--- src/rtl/audio_meter_pkg.sv ---
// Shared definitions for the audio metering path (int_norm and level meter).
package audio_meter_pkg;

  // Native magnitude width produced by int_norm.
  localparam int unsigned WS = 16;

  // Default clipping threshold: magnitudes at or above this count as clipped.
  localparam logic [WS-1:0] CLIP_THR_DEF = 16'hFF00;

  // Unsigned maximum of two native-width magnitudes.
  function automatic logic [WS-1:0] umax(input logic [WS-1:0] a,
                                         input logic [WS-1:0] b);
    return (a > b) ? a : b;
  endfunction

endpackage

--- src/rtl/audio_level_meter_peak_hold_decay.sv ---
// Peak-hold register: tracks the largest window level, holds it for HOLD
// windows, then decays geometrically (with a minimum step of 1) toward the
// current level.
module peak_hold_decay #(
  parameter int unsigned WS          = 16,
  parameter int unsigned HOLD        = 32,
  parameter int unsigned DECAY_SHIFT = 4
) (
  input  logic          clk,
  input  logic          rst_n,
  input  logic          clr,
  input  logic          upd,
  input  logic [WS-1:0] L,
  output logic [WS-1:0] peak
);

  localparam int unsigned HW = (HOLD < 1) ? 1 : $clog2(HOLD + 1);

  logic [HW-1:0] hold_cnt;
  logic [WS-1:0] step;
  logic [WS-1:0] step_min1;
  logic [WS-1:0] decayed;
  logic [WS-1:0] decay_next;

  // Decay candidate; only used when L < peak, so peak >= 1 and the
  // subtraction cannot underflow.
  always_comb begin
    step       = peak >> DECAY_SHIFT;
    step_min1  = (step == '0) ? {{(WS-1){1'b0}}, 1'b1} : step;
    decayed    = peak - step_min1;
    decay_next = (L > decayed) ? L : decayed;
  end

  // Peak and hold counter update, once per completed window.
  always_ff @(posedge clk or negedge rst_n) begin
    if (!rst_n) begin
      peak     <= '0;
      hold_cnt <= '0;
    end else if (clr) begin
      peak     <= '0;
      hold_cnt <= '0;
    end else if (upd) begin
      if (L >= peak) begin
        peak     <= L;
        hold_cnt <= HW'(HOLD);
      end else if (hold_cnt != '0) begin
        hold_cnt <= hold_cnt - 1'b1;
      end else begin
        peak <= decay_next;
      end
    end
  end

endmodule

--- src/rtl/audio_level_meter.sv ---
// Windowed audio level meter: reports the maximum magnitude and a sticky
// clip flag per window of 2^WIN_LOG2 accepted samples, plus a peak-hold
// value with hold and decay, and bar-height slices of both.
module audio_level_meter
  import audio_meter_pkg::*;
#(
  parameter int unsigned    WS          = 16,
  parameter int unsigned    WIN_LOG2    = 8,
  parameter int unsigned    HOLD        = 32,
  parameter int unsigned    DECAY_SHIFT = 4,
  parameter int unsigned    BAR_W       = 5,
  parameter logic [WS-1:0]  CLIP_THR    = CLIP_THR_DEF
) (
  input  logic             clk,
  input  logic             rst_n,
  input  logic             in_valid,
  input  logic [WS-1:0]    in_mag,
  input  logic             clr,
  output logic             out_valid,
  output logic [WS-1:0]    level,
  output logic [WS-1:0]    peak,
  output logic [BAR_W-1:0] bar,
  output logic [BAR_W-1:0] peak_bar,
  output logic             clip
);

  localparam logic [WIN_LOG2-1:0] WLAST = '1;

  logic [WIN_LOG2-1:0] wcnt;
  logic [WS-1:0]       wmax;
  logic                wclip;
  logic                accept;
  logic                hit;
  logic                wend;
  logic [WS-1:0]       lnext;

  // Per-sample decode: a sample under clr is discarded; the window-end
  // level includes the closing sample itself.
  always_comb begin
    accept = in_valid & ~clr;
    hit    = (in_mag >= CLIP_THR);
    wend   = accept && (wcnt == WLAST);
    lnext  = (in_mag > wmax) ? in_mag : wmax;
  end

  // Window accumulation, window-end capture and the output strobe.
  always_ff @(posedge clk or negedge rst_n) begin
    if (!rst_n) begin
      wcnt      <= '0;
      wmax      <= '0;
      wclip     <= 1'b0;
      level     <= '0;
      clip      <= 1'b0;
      out_valid <= 1'b0;
    end else if (clr) begin
      wcnt      <= '0;
      wmax      <= '0;
      wclip     <= 1'b0;
      level     <= '0;
      clip      <= 1'b0;
      out_valid <= 1'b0;
    end else begin
      out_valid <= wend;
      if (in_valid) begin
        wcnt <= wcnt + 1'b1;
        if (wend) begin
          level <= lnext;
          clip  <= wclip | hit;
          wmax  <= '0;
          wclip <= 1'b0;
        end else begin
          wmax  <= lnext;
          wclip <= wclip | hit;
        end
      end
    end
  end

  peak_hold_decay #(
    .WS          (WS),
    .HOLD        (HOLD),
    .DECAY_SHIFT (DECAY_SHIFT)
  ) u_peak (
    .clk   (clk),
    .rst_n (rst_n),
    .clr   (clr),
    .upd   (wend),
    .L     (lnext),
    .peak  (peak)
  );

  assign bar      = level[WS-1 -: BAR_W];
  assign peak_bar = peak[WS-1 -: BAR_W];

endmodule

--- config.mk ---
export PLATFORM = sky130hd
export DESIGN_NAME = audio_level_meter
export DESIGN_NICKNAME = d
export VERILOG_FILES = /design/src/rtl/audio_meter_pkg.sv /design/src/rtl/audio_level_meter_peak_hold_decay.sv /design/src/rtl/audio_level_meter.sv
export SDC_FILE = /design/constraint.sdc
export NUM_CORES = 1
export LEC_CHECK = 0
export ABC_AREA = 0
export BUFFER_PORTS_ARGS = -buffer_cell sky130_fd_sc_hd__clkbuf_2
export CAP_MARGIN = 20
export CORE_ASPECT_RATIO = 1.4
export CORE_MARGIN = 10
export CORE_UTILIZATION = 45
export DETAILED_ROUTE_END_ITERATION = 7
export PLACE_DENSITY = 0.72
export SYNTH_ARGS = -nofsm -noshare
export SYNTH_HDL_FRONTEND = slang
export SYNTH_HIERARCHICAL = 1
export SYNTH_SLANG_ARGS = --single-unit
--- constraint.sdc ---
create_clock -name clk -period 8.35 [get_ports clk]
set_input_delay 0.4175 -clock clk [delete_from_list [all_inputs] [get_ports clk]]
set_output_delay 0.4175 -clock clk [all_outputs]
set_load 0.005 [all_outputs]
==> run_summary.xml <==
<?xml version="1.0" encoding="UTF-8"?>
<metrics>
  <group name="pwr">
    <metric name="power.clock.fraction" unit="">0.462</metric>
    <metric name="switchingPower" unit="µW">270.8</metric>
    <metric name="switching_share" unit="">0.2792</metric>
    <metric name="power_leakage" unit="nW">2.711</metric>
    <metric name="power_internal" unit="µW">699.1</metric>
    <metric name="ir_drop" unit="µV">136.7</metric>
    <metric name="power.combinational.fraction" unit="">0.202</metric>
    <metric name="power_density" unit="nW/µm²">166.1</metric>
    <metric name="power.share.sequential" unit="">0.336</metric>
  </group>
  <group name="place">
    <metric name="dpl.cell_count" unit="">733</metric>
    <metric name="routability_driven_placement_congestion_ratio" unit="">0.9017</metric>
    <metric name="portBuffers" unit="">63</metric>
    <metric name="hpwl" unit="µm">10670</metric>
  </group>
  <group name="clock_tree">
    <metric name="post-cts-setup-buffers" unit="">0</metric>
    <metric name="ctsHtreeMaxLevel" unit="">3</metric>
    <metric name="cts_tree" unit="">done</metric>
    <metric name="postCtsResizedCells" unit="">0</metric>
    <metric name="worstSkewPairLatency" unit="ns">0.34</metric>
    <metric name="cts-root-buf" unit="">clkbuf_16</metric>
    <metric name="cts_hold_buf" unit="">0</metric>
    <metric name="tritoncts.num_buffers" unit="">9</metric>
    <metric name="cts.sink_count" unit="">65</metric>
    <metric name="cts.path.max_buffers" unit="">2</metric>
    <metric name="cts.reportedPaths.clkPinSlew" unit="ns">0.06</metric>
  </group>
  <group name="sta">
    <metric name="max_slew_margin" unit="">0.2693</metric>
    <metric name="final_setup_violations" unit="">0</metric>
    <metric name="worst_slew_pin_slew" unit="ns">1.096</metric>
    <metric name="final-hold-violation-count" unit="">0</metric>
    <metric name="period_share" unit="">0.6497</metric>
    <metric name="fin_setup_tns" unit="ns">0</metric>
    <metric name="timing.fmax" unit="GHz">0.1843</metric>
    <metric name="grt_setup_unrepaired" unit="">no</metric>
    <metric name="setup_skew_after_layout" unit="ns">0.005243</metric>
    <metric name="period_needed" unit="ns">5.425</metric>
    <metric name="final.hold.worst_slack" unit="ns">0.2541</metric>
    <metric name="final_max_slew_viol_count" unit="">0</metric>
  </group>
  <group name="floorplan">
    <metric name="die_area" unit="µm²">16250</metric>
    <metric name="floorplan.io_pins" unit="">64</metric>
    <metric name="initial_utilization" unit="">0.4589</metric>
    <metric name="die_w" unit="µm">110.6</metric>
    <metric name="floorplan.rows" unit="">46</metric>
    <metric name="floorplan.core_area" unit="µm²">11280</metric>
    <metric name="die_height" unit="µm">146.9</metric>
  </group>
  <group name="detailed_routing">
    <metric name="route.vias.total" unit="">4505</metric>
    <metric name="ant_nets" unit="">0</metric>
    <metric name="routed_wire_length_per_instance" unit="µm">19.42</metric>
    <metric name="first_iter_violations" unit="">374</metric>
    <metric name="drc" unit="">0</metric>
    <metric name="wirelength" unit="µm">14550</metric>
    <metric name="detailedRoute.firstPassIterationCount" unit="">5</metric>
    <metric name="post_drt_via_cell_ratio" unit="">6.015</metric>
  </group>
  <group name="layout">
    <metric name="layout.cells.non_filler" unit="">749</metric>
    <metric name="filler_cell_count" unit="">1076</metric>
    <metric name="design.final.nets" unit="">684</metric>
    <metric name="register_area" unit="µm²">1627</metric>
    <metric name="fraction_of_layout_cells_with_a_size_suffix_above_1" unit="">0.1818</metric>
    <metric name="final_common_cell" unit="">dfrtp_1</metric>
    <metric name="most_frequent_cells_in_the_layout" unit="">dfrtp_1, ha_1, clkbuf_2</metric>
    <metric name="syn_to_final_growth" unit="%">12.84</metric>
    <metric name="multi_input_comb_area" unit="µm²">3129</metric>
    <metric name="antennaDiodeCount" unit="">0</metric>
  </group>
  <group name="critical_path">
    <metric name="timing.critical_path.mode_cell" unit="">ha_1</metric>
    <metric name="worstPathRequired" unit="ns">8.59</metric>
    <metric name="critical_path_cell_list" unit="">inv_1 &gt; ha_1 &gt; nand4_1 &gt; nor3_1 &gt; a21boi_0 &gt; o31a_1 &gt; mux2_2 &gt; ha_1 &gt; nand2_1 &gt; o21ai_1 &gt; a31oi_1 &gt; o41ai_4 &gt; o21a_1 &gt; nand2b_1 &gt; o22ai_1</metric>
    <metric name="cp.depth" unit="">15</metric>
    <metric name="critical_path.top_delay_family" unit="">compound AO/OA/AOI/OAI gates</metric>
    <metric name="timing.critical_path.buf_inv" unit="">1</metric>
    <metric name="critical_path.max_fanout" unit="">27</metric>
    <metric name="worst_path_largest_cell_delay" unit="ns">0.89</metric>
    <metric name="cpMaxStageDelayCell" unit="">o31a_1</metric>
    <metric name="kind_of_critical_path" unit="">reg -&gt; reg</metric>
    <metric name="timing.critical_path.to_type" unit="">flip-flop</metric>
    <metric name="timing.critical_path.from_type" unit="">flip-flop</metric>
    <metric name="r2r.worst_path.cells" unit="">15</metric>
    <metric name="worst_ep_arrival_time" unit="ns">5.67</metric>
  </group>
  <group name="global_routing">
    <metric name="globalRoute.busiestLayer" unit="">met2</metric>
    <metric name="antenna_found_initial" unit="">0</metric>
    <metric name="met2_usage" unit="">0.3141</metric>
    <metric name="global_route.usage.met3" unit="">0.03708</metric>
    <metric name="grt_usage" unit="">0.1752</metric>
    <metric name="grt-ovfl-total" unit="">0</metric>
    <metric name="grt_max_degree" unit="">69</metric>
    <metric name="groute.layer.met1.usage" unit="">0.1965</metric>
    <metric name="grt_pass1_vias" unit="">4679</metric>
    <metric name="grt_pass1_wl" unit="µm">23490</metric>
  </group>
  <group name="yosys">
    <metric name="syn-mean-instance-area" unit="µm²">9.327</metric>
    <metric name="number_of_synthesized_flops_with_an_enable_pin" unit="">0</metric>
    <metric name="ys_ff_latch" unit="">65</metric>
    <metric name="syn_area" unit="µm²">5176</metric>
    <metric name="syn_nets" unit="">639</metric>
    <metric name="async_flop_share" unit="">1.000</metric>
    <metric name="synth.lib_cells_used.distinct" unit="">63</metric>
    <metric name="sequential_share_of_the_synthesized_area" unit="">0.3142</metric>
    <metric name="synth.largest_area_cell" unit="">dfrtp_1</metric>
    <metric name="synth_ff_type" unit="">dfrtp_1</metric>
    <metric name="number_of_instances_in_the_synthesized_netlist" unit="">555</metric>
    <metric name="ys.warnings.count" unit="">6</metric>
    <metric name="post-synth-top-area-fraction" unit="">0.3142</metric>
    <metric name="netlist_top_cells_area" unit="">dfrtp_1, ha_1, inv_1</metric>
  </group>
  <group name="flow_run">
    <metric name="drv.max_cap_violation_count" unit="">0</metric>
  </group>
  <group name="status">
    <metric name="outcome" unit="">complete, no violations</metric>
  </group>
  <group name="hold_path">
    <metric name="worstHoldPathType" unit="">in -&gt; async</metric>
  </group>
</metrics>
[flip-flops by register name, summed over array words and instances (netlist names)]
signal and count:
level 16, wclip 1, out_valid 1, wmax 16, u_peak/hold_cnt 6, clip 1, wcnt 8, u_peak/peak 16
[cells by family after synthesis]
logic type	Yosys count	synth area share
xor+xnor	18	0.03046
flops	65	0.3142
buf+inv	88	0.08122
mux	24	0.05705
simple gates	163	0.1663
compound gates	133	0.1946
fa+ha+maj	64	0.1562
[cell type report]
class	instances	share of cell area
repair buffers	67	0.05913
clock buffers	10	0.04092
clock inverters	6	0.01949
well taps	144	0.03085
multi-input cells	402	0.5358
inverters	55	0.03535
flip-flops and latches	65	0.2785
[layer usage]
| layer | share of wire | wire (µm) |
|---|---|---|
| met4 | 0.021 | 312 |
| met3 | 0.047 | 690 |
| met1 | 0.41 | 5939 |
| met5 | 0 | 0 |
| met2 | 0.52 | 7606 |
[synth_stat cells (4+ instances only)]
cell and number:
a311oi_1 10, mux2i_1 7, or2_0 9, nor2_1 37
xor2_1 8, buf_4 12, clkbuf_1 12, a21o_1 7
mux2_2 8, ha_1 63, o32ai_1 18, nand3_1 14
a21oi_1 23, o21a_1 7, nand3b_1 4, nor2b_1 6
nand2_1 25, inv_1 55, a31oi_1 4, xnor2_1 10
mux2_4 9, dfrtp_1 65, a22o_1 16, and2_1 4
nor4_1 6, nand2b_1 21, nor3_1 11, nand4_1 17
o21ai_0 18, buf_2 5
[worst reg2reg max path: cells and delay by family (launching register included)]
kind,cells,cell delay (ns)
multiplexers,1,0.47
AO/OA/AOI/OAI,7,3.00
adder cells (fa/ha/maj),2,0.63
buffers and inverters,1,0.08
flip-flops,1,0.37
AND/OR/NAND/NOR,4,0.79
[path summary, 6_finish.rpt]
kind                       slack [ns]       from        endpoint
setup / recovery                 2.92   wmax[14]  u_peak/peak[1]
hold / removal                   0.25      rst_n       level[12]
setup reg to reg                 2.92   wmax[14]  u_peak/peak[1]
hold reg to reg                  0.49       clip            clip
max in group asynchronous        7.51      rst_n         wmax[3]
min in group clk                 0.36  in_mag[7]         wmax[7]
[power groups by stage]
stage                     clock network (mW)  logic [mW]  registers (mW)
final                                  0.448       0.196           0.326
after global routing                   0.467       0.216           0.327
after CTS                              0.454       0.194           0.326
after detailed placement                   0       0.192           0.332
after global placement                     0       0.186           0.331
after floorplan                            0       0.152           0.331
[metrics by stage]
step | utilization | area, µm² | power [mW] | setup slack, ns
3_3_place_gp | 0.4865 | 5488 | 0.5173 | 3.106
5_1_grt | 0.5177 | 5841 | 1.010 | 2.470
3_5_place_dp | 0.4865 | 5488 | 0.5240 | 2.936
4_1_cts | 0.5177 | 5841 | 0.9742 | 3.037
6_report | 0.5177 | 5841 | 0.9699 | 2.925
2_1_floorplan | - | 5176 | 0.4823 | 4.016
No activity file was read; power rests on OpenSTA's default activity.
